[config.mk]
export PLATFORM = sky130hd
export DESIGN_NAME = mha_matmul_scheduler_flat
export DESIGN_NICKNAME = d
export VERILOG_FILES = /design/src/rtl/mha_matmul_scheduler_pkg.sv /design/src/rtl/mha_matmul_scheduler_if.sv /design/src/rtl/mha_matmul_scheduler_rr_arbiter.sv /design/src/rtl/mha_matmul_scheduler.sv /design/src/flat_wrapper.sv
export SDC_FILE = /design/constraint.sdc
export NUM_CORES = 1
export LEC_CHECK = 0
export CAP_MARGIN = 20
export CORE_MARGIN = 2
export CORE_UTILIZATION = 53
export CTS_BUF_LIST = sky130_fd_sc_hd__clkbuf_16
export DETAILED_ROUTE_END_ITERATION = 10
export PLACE_DENSITY = 0.79
export RECOVER_POWER = 25
export SYNTH_ARGS = -nofsm -noshare
export SYNTH_HDL_FRONTEND = slang
export SYNTH_SLANG_ARGS = --single-unit
[constraint.sdc]
create_clock -name clk -period 3.19 [get_ports clk]
set_input_delay 0.957 -clock clk [delete_from_list [all_inputs] [get_ports clk]]
set_output_delay 0.957 -clock clk [all_outputs]
set_load 0.02 [all_outputs]
[src/rtl/mha_matmul_scheduler_pkg.sv]
// Shared types and default geometry for the multi-head matmul scheduler.
// Tile count follows the Qn*KnT score matrix tiled onto the systolic array.
package mha_sched_pkg;

   localparam int ATTN_HEADS  = 4;
   localparam int ATTN_Q_ROWS = 32;
   localparam int ATTN_K_ROWS = 16;
   localparam int SA_DIM      = 8;

   localparam int NUM_HEADS_D      = ATTN_HEADS;
   localparam int TILES_PER_HEAD_D = (ATTN_Q_ROWS / SA_DIM) * (ATTN_K_ROWS / SA_DIM);
   localparam int RST_CYCLES_D     = 2;

   typedef enum logic [2:0] {
      IDLE,
      RESET,
      RUN,
      DRAIN,
      DONE
   } sched_state_t;

   function automatic int idx_w(input int n);
      return (n > 1) ? $clog2(n) : 1;
   endfunction

endpackage

[src/rtl/mha_matmul_scheduler_if.sv]
// Scheduler <-> bridge-buffer banks and shared matmul control bundle.
interface mha_matmul_scheduler_if
   import mha_sched_pkg::*;
#(
   parameter int NUM_HEADS = NUM_HEADS_D,
   parameter int IDX_W     = idx_w(NUM_HEADS),
   parameter int CNT_W     = $clog2(TILES_PER_HEAD_D + 1)
);

   logic [NUM_HEADS-1:0] head_ready;
   logic                 acc_done_wrap;
   logic                 systolic_finish_wrap;
   logic [NUM_HEADS-1:0] head_grant;
   logic [IDX_W-1:0]     sel_idx;
   logic                 mm_rst_n;
   logic                 mm_en;
   logic                 mm_reset_acc;
   logic [NUM_HEADS-1:0] head_done;
   logic [CNT_W-1:0]     tile_cnt;
   logic                 busy;

   modport master (
      input  head_ready, acc_done_wrap, systolic_finish_wrap,
      output head_grant, sel_idx, mm_rst_n, mm_en, mm_reset_acc,
      output head_done, tile_cnt, busy
   );

   modport slave (
      output head_ready, acc_done_wrap, systolic_finish_wrap,
      input  head_grant, sel_idx, mm_rst_n, mm_en, mm_reset_acc,
      input  head_done, tile_cnt, busy
   );

endinterface

[src/rtl/mha_matmul_scheduler_rr_arbiter.sv]
// Round-robin pick: first requesting head at or after ptr, wrapping.
module rr_arbiter #(
   parameter int NUM_HEADS = 4,
   parameter int IDX_W     = 2
) (
   input  logic [NUM_HEADS-1:0] req,
   input  logic [IDX_W-1:0]     ptr,
   output logic [NUM_HEADS-1:0] grant,
   output logic [IDX_W-1:0]     idx,
   output logic                 valid
);

   always_comb begin
      int j;
      logic [IDX_W-1:0] jx;
      grant = '0;
      idx   = '0;
      valid = 1'b0;
      j     = 0;
      jx    = '0;
      for (int i = 0; i < NUM_HEADS; i++) begin
         j = int'(ptr) + i;
         if (j >= NUM_HEADS) j = j - NUM_HEADS;
         jx = IDX_W'(j);
         if (!valid && req[jx]) begin
            valid     = 1'b1;
            grant[jx] = 1'b1;
            idx       = jx;
         end
      end
   end

endmodule

[src/rtl/mha_matmul_scheduler.sv]
// Time-multiplexes one shared matmul engine across NUM_HEADS head buffers.
module mha_matmul_scheduler
   import mha_sched_pkg::*;
#(
   parameter int NUM_HEADS      = NUM_HEADS_D,
   parameter int TILES_PER_HEAD = TILES_PER_HEAD_D,
   parameter int RST_CYCLES     = RST_CYCLES_D,
   parameter int IDX_W          = idx_w(NUM_HEADS),
   parameter int CNT_W          = $clog2(TILES_PER_HEAD + 1)
) (
   input logic                   clk,
   input logic                   rst_n,
   mha_matmul_scheduler_if.master bus
);

   localparam int RC_W = $clog2(RST_CYCLES + 1);

   sched_state_t         state;
   logic [IDX_W-1:0]     ptr;
   logic [RC_W-1:0]      rcnt;
   logic [NUM_HEADS-1:0] arb_grant;
   logic [IDX_W-1:0]     arb_idx;
   logic                 arb_valid;
   logic                 last_tile;
   logic                 fin_go;
   logic [IDX_W-1:0]     ptr_nxt;

   rr_arbiter #(
      .NUM_HEADS(NUM_HEADS),
      .IDX_W    (IDX_W)
   ) u_arb (
      .req  (bus.head_ready),
      .ptr  (ptr),
      .grant(arb_grant),
      .idx  (arb_idx),
      .valid(arb_valid)
   );

   assign last_tile = bus.acc_done_wrap &&
                      (bus.tile_cnt == CNT_W'(TILES_PER_HEAD - 1));

   // A finish coinciding with the last tile skips DRAIN entirely.
   assign fin_go = bus.systolic_finish_wrap &&
                   ((state == DRAIN) || (state == RUN && last_tile));

   assign ptr_nxt = (bus.sel_idx == IDX_W'(NUM_HEADS - 1)) ?
                    '0 : bus.sel_idx + 1'b1;

   always_ff @(posedge clk) begin
      if (!rst_n) begin
         state            <= IDLE;
         ptr              <= '0;
         rcnt             <= '0;
         bus.head_grant   <= '0;
         bus.sel_idx      <= '0;
         bus.mm_rst_n     <= 1'b0;
         bus.mm_en        <= 1'b0;
         bus.mm_reset_acc <= 1'b0;
         bus.head_done    <= '0;
         bus.tile_cnt     <= '0;
         bus.busy         <= 1'b0;
      end else begin
         bus.mm_reset_acc <= 1'b0;
         bus.head_done    <= '0;
         unique case (state)
            IDLE: begin
               bus.mm_rst_n <= 1'b1;
               bus.mm_en    <= 1'b0;
               bus.busy     <= arb_valid;
               if (arb_valid) begin
                  state          <= RESET;
                  bus.head_grant <= arb_grant;
                  bus.sel_idx    <= arb_idx;
                  bus.mm_rst_n   <= 1'b0;
                  rcnt           <= '0;
               end
            end
            RESET: begin
               if (rcnt == RC_W'(RST_CYCLES - 1)) begin
                  state        <= RUN;
                  bus.mm_rst_n <= 1'b1;
                  bus.mm_en    <= 1'b1;
                  bus.tile_cnt <= '0;
               end else begin
                  rcnt <= rcnt + 1'b1;
               end
            end
            RUN: begin
               bus.mm_reset_acc <= bus.acc_done_wrap;
               if (bus.acc_done_wrap &&
                   bus.tile_cnt != CNT_W'(TILES_PER_HEAD))
                  bus.tile_cnt <= bus.tile_cnt + 1'b1;
               if (last_tile) begin
                  bus.mm_en <= 1'b0;
                  state     <= DRAIN;
               end
            end
            DRAIN: begin
               bus.mm_en <= 1'b0;
            end
            DONE: begin
               state    <= IDLE;
               bus.busy <= 1'b0;
            end
            default: state <= IDLE;
         endcase
         if (fin_go) begin
            state          <= DONE;
            bus.head_done  <= bus.head_grant;
            bus.head_grant <= '0;
            ptr            <= ptr_nxt;
         end
      end
   end

endmodule

[src/flat_wrapper.sv]
// flat-port wrapper written by rule: the top's interface ports become plain ports
module mha_matmul_scheduler_flat import mha_sched_pkg::*;
#(
   parameter int NUM_HEADS      = NUM_HEADS_D,
   parameter int TILES_PER_HEAD = TILES_PER_HEAD_D,
   parameter int RST_CYCLES     = RST_CYCLES_D,
   parameter int IDX_W          = idx_w(NUM_HEADS),
   parameter int CNT_W          = $clog2(TILES_PER_HEAD + 1)
)
  (clk, rst_n, bus_head_ready, bus_acc_done_wrap, bus_systolic_finish_wrap, bus_head_grant, bus_sel_idx, bus_mm_rst_n, bus_mm_en, bus_mm_reset_acc, bus_head_done, bus_tile_cnt, bus_busy);
  mha_matmul_scheduler_if #(.NUM_HEADS(NUM_HEADS), .IDX_W(IDX_W), .CNT_W(CNT_W)) bus_i ();
  input logic clk;
  input logic rst_n;
  input wire logic [$bits(bus_i.head_ready)-1:0] bus_head_ready;
  input wire logic [$bits(bus_i.acc_done_wrap)-1:0] bus_acc_done_wrap;
  input wire logic [$bits(bus_i.systolic_finish_wrap)-1:0] bus_systolic_finish_wrap;
  output wire logic [$bits(bus_i.head_grant)-1:0] bus_head_grant;
  output wire logic [$bits(bus_i.sel_idx)-1:0] bus_sel_idx;
  output wire logic [$bits(bus_i.mm_rst_n)-1:0] bus_mm_rst_n;
  output wire logic [$bits(bus_i.mm_en)-1:0] bus_mm_en;
  output wire logic [$bits(bus_i.mm_reset_acc)-1:0] bus_mm_reset_acc;
  output wire logic [$bits(bus_i.head_done)-1:0] bus_head_done;
  output wire logic [$bits(bus_i.tile_cnt)-1:0] bus_tile_cnt;
  output wire logic [$bits(bus_i.busy)-1:0] bus_busy;
  assign bus_i.head_ready = bus_head_ready;
  assign bus_i.acc_done_wrap = bus_acc_done_wrap;
  assign bus_i.systolic_finish_wrap = bus_systolic_finish_wrap;
  assign bus_head_grant = bus_i.head_grant;
  assign bus_sel_idx = bus_i.sel_idx;
  assign bus_mm_rst_n = bus_i.mm_rst_n;
  assign bus_mm_en = bus_i.mm_en;
  assign bus_mm_reset_acc = bus_i.mm_reset_acc;
  assign bus_head_done = bus_i.head_done;
  assign bus_tile_cnt = bus_i.tile_cnt;
  assign bus_busy = bus_i.busy;
  mha_matmul_scheduler #(.NUM_HEADS(NUM_HEADS), .TILES_PER_HEAD(TILES_PER_HEAD), .RST_CYCLES(RST_CYCLES), .IDX_W(IDX_W), .CNT_W(CNT_W)) u_core (.clk(clk), .rst_n(rst_n), .bus(bus_i));
endmodule
==> results.py <==
metrics = {
    "outcome": {
        "status": "finished with violations",
        "violations": "DRC",
    },
    "final_layout": {
        "area_growth_pct": 22.1,
        "antenna_cells": 0,
        "nets": 223,
        "drive_gt1_share_pct": 6.44,
        "stdcell_area_um2": 1940,
    },
    "yosys": {
        "syn-cell-area_um2": 1590,
        "synth_warnings": 0,
        "synthArstFlopShare_pct": 0,
        "synth_nets": 198,
        "synth_edf_count": 0,
        "synthCells": 178,
        "syn_area_per_cell_um2": 8.94,
        "ys_seq_elements": 25,
        "synth_cell_types": 46,
        "ys.flop_type": "dfxtp_1",
        "ys_seq_area_share_pct": 31.4,
    },
    "route": {
        "vias": 1388,
        "vias_per_cell": 5.96,
        "routed_wl_mm": 3.40,
        "wl_per_cell_um": 14.6,
        "detail-route-antenna-nets": 0,
        "route.detailed.drc": 1,
        "initialDrtViolationCount": 58,
        "dr.pass1.iters": 7,
    },
    "cts": {
        "htree_num_levels": 1,
        "postCtsHoldBufs": 0,
        "cts-root-buf": "clkbuf_16",
        "clock_latency_ns": 0.26,
        "clock_sinks": 25,
        "cts_made_buffers": 3,
        "cts_setup_buffers": 0,
        "cts_tree": "built",
        "clk_path_buf_depth": 2,
        "clk_transition_reported_paths_ns": 0.06,
        "postCtsResizedCells": 0,
    },
    "setup_path": {
        "startpoint_type": "primary input",
        "cpMaxStageDelayCell": "mux4_1",
        "critPathMaxFanout": 7,
        "worstSetupEndpointType": "register",
        "critPathKind": "in -> reg",
        "crit_start": "bus_head_ready[2]",
        "cp_cell_sequence": "clkdlybuf4s50_1 > mux4_1 > or2_0 > a2111o_1 > a32o_1",
        "rr_startpoint": "u_core.ptr[1]",
        "critical_path_arrival_ns": 3.04,
        "crit_required_ns": 3.35,
        "critical-path-max-stage-delay_ns": 0.66,
    },
    "sta": {
        "tns_ns": 0,
        "clock.fmax_mhz": 347,
        "slew-limit-headroom_pct": 63.1,
        "period_needed_ns": 2.88,
        "setup_viol": 0,
        "fin_skew_ns": 0.00379,
        "rsz0062_at_grt": "false",
        "worst_slew_pin_slew_ns": 0.552,
        "period_share_pct": 90.3,
        "drv_slew": 0,
        "hold_violations": 0,
    },
    "place": {
        "port_buffers": 25,
        "routabilityCongestion": 0.795,
        "dp_hpwl_mm": 2.55,
        "dpl_cell_area_um2": 1860,
    },
    "power_and_ir_drop": {
        "seqPwrFrac_pct": 43.2,
        "power.share.clock_pct": 33.8,
        "p_sw_uw": 236,
        "p_comb_share_pct": 23.0,
        "power_density_nw_per_um2": 428,
        "leakagePower_uw": 0.000738,
        "vdd_drop_max_mv": 0.222,
        "swShare_pct": 28.4,
        "power.internal_uw": 596,
    },
    "die": {
        "fp.dieW_um": 58.8,
        "num_rows": 19,
        "die_y_um": 58.8,
        "io_pins": 26,
        "die_area_um2": 3460,
        "coreArea_um2": 2810,
        "start_util_pct": 56.7,
    },
    "global_route": {
        "grt.total_usage_pct": 21.9,
        "grt_start_max_net_pins": 20,
        "antenna_found_initial": 0,
        "grt_pass1_vias": 1300,
        "grt_overflow": 0,
        "grt_pass1_wl_mm": 5.88,
    },
    "worst_hold_path": {
        "holdCritPathClass": "reg -> reg",
        "hp-start": "u_core.bus.head_grant[1]",
    },
    "flow_run": {
        "maxCapViolCount": 0,
    },
}
layout make-up:
class / count / area (um^2)
flip-flops and latches: 25 / 500
clock inverters: 1 / 7.51
well taps: 31 / 38.8
multi-input cells: 131 / 992
repair buffers: 29 / 280
fillers: 244 / 862
inverters: 13 / 48.8
clock buffers: 3 / 75.1
through the flow:
stage	std cells	power, uW	hold WS [ns]	setup WS [ns]	utilization [%]
floorplan	178	486	0.522	0.659	-
global placement	229	550	0.454	0.0776	66.3
detailed placement	229	557	0.486	0.0380	66.3
CTS	233	836	0.495	0.312	69.3
global route	233	873	0.512	0.196	69.3
finish	233	832	0.497	0.308	69.3
power groups by stage:
stage / logic [uW] / clock network (uW) / registers [uW]
CTS: 192 / 284 / 359
finish: 191 / 282 / 360
detailed placement: 191 / 0 / 366
global route: 209 / 301 / 363
floorplan: 109 / 0 / 377
global placement: 185 / 0 / 365
path summary, 6_finish.rpt:
path                                  end  slack [ns]  cells after the start
hold / removal    u_core.bus.head_done[1]        0.50                      1
hold reg to reg   u_core.bus.head_done[1]        0.50                      1
setup / recovery    u_core.bus.sel_idx[1]        0.31                      5
setup reg to reg    u_core.bus.sel_idx[1]        0.53                      6
Yosys cell counts, drive strengths merged (5+ instances only):
library cell | count | area [um^2]
a21oi | 9 | 45.0
and3 | 5 | 31.3
clkbuf | 6 | 22.5
dfxtp | 25 | 500
ha | 12 | 150
inv | 13 | 48.8
nand2 | 11 | 41.3
nand3b | 7 | 52.6
nor2 | 13 | 48.8
nor2b | 7 | 43.8
o21ai | 7 | 35.0
layer usage:
layer / vias to the layer above / GRT usage [%] / routed length [um]
li1: 699 / - / -
met1: 645 / 27.4 / 1480
met2: 39 / 38.3 / 1750
met3: 5 / 2.20 / 120
met4: 0 / 8.77 / 51
met5: - / 0 / 0
cells in the final DEF, fill, tap and decap left out, types with 7 or more instances in the layout:
cell type,synthesis,routed
inv_1,13,13
nor2b_1,7,7
nor2_1,13,13
ha_1,12,12
nand2_1,11,11
dfxtp_1,25,25
a21oi_1,9,9
o21ai_0,7,7
clkdlybuf4s50_1,0,22
nand3b_1,7,7
logic make-up (layout without fill, tap and decap cells):
logic type	Yosys count	count (layout)	share of synthesized area, %
buffers and inverters	22	46	6.21
xor gates and xnor gates	1	1	0.550
AOI/OAI and AO/OA	46	46	20.9
adders and majority gates	12	12	9.43
DFF	25	25	31.4
muxes	8	8	8.65
and+or+nand+nor	64	64	22.8
registers in the layout, summed over array words and instances, names as in the netlist, 2 cells and up:
register               count
u_core.bus.head_done       4
u_core.bus.head_grant      4
u_core.state               3
u_core.ptr                 2
u_core.bus.sel_idx         2
u_core.rcnt                2
u_core.bus.tile_cnt        4
worst max-delay path: cells and delay by family:
kind	cells	cell delay [ns]
compound gates	2	0.66
buf+inv	1	0.51
mux	1	0.66
simple gates	1	0.25
Note: power is estimated with default switching activity, not from simulation.
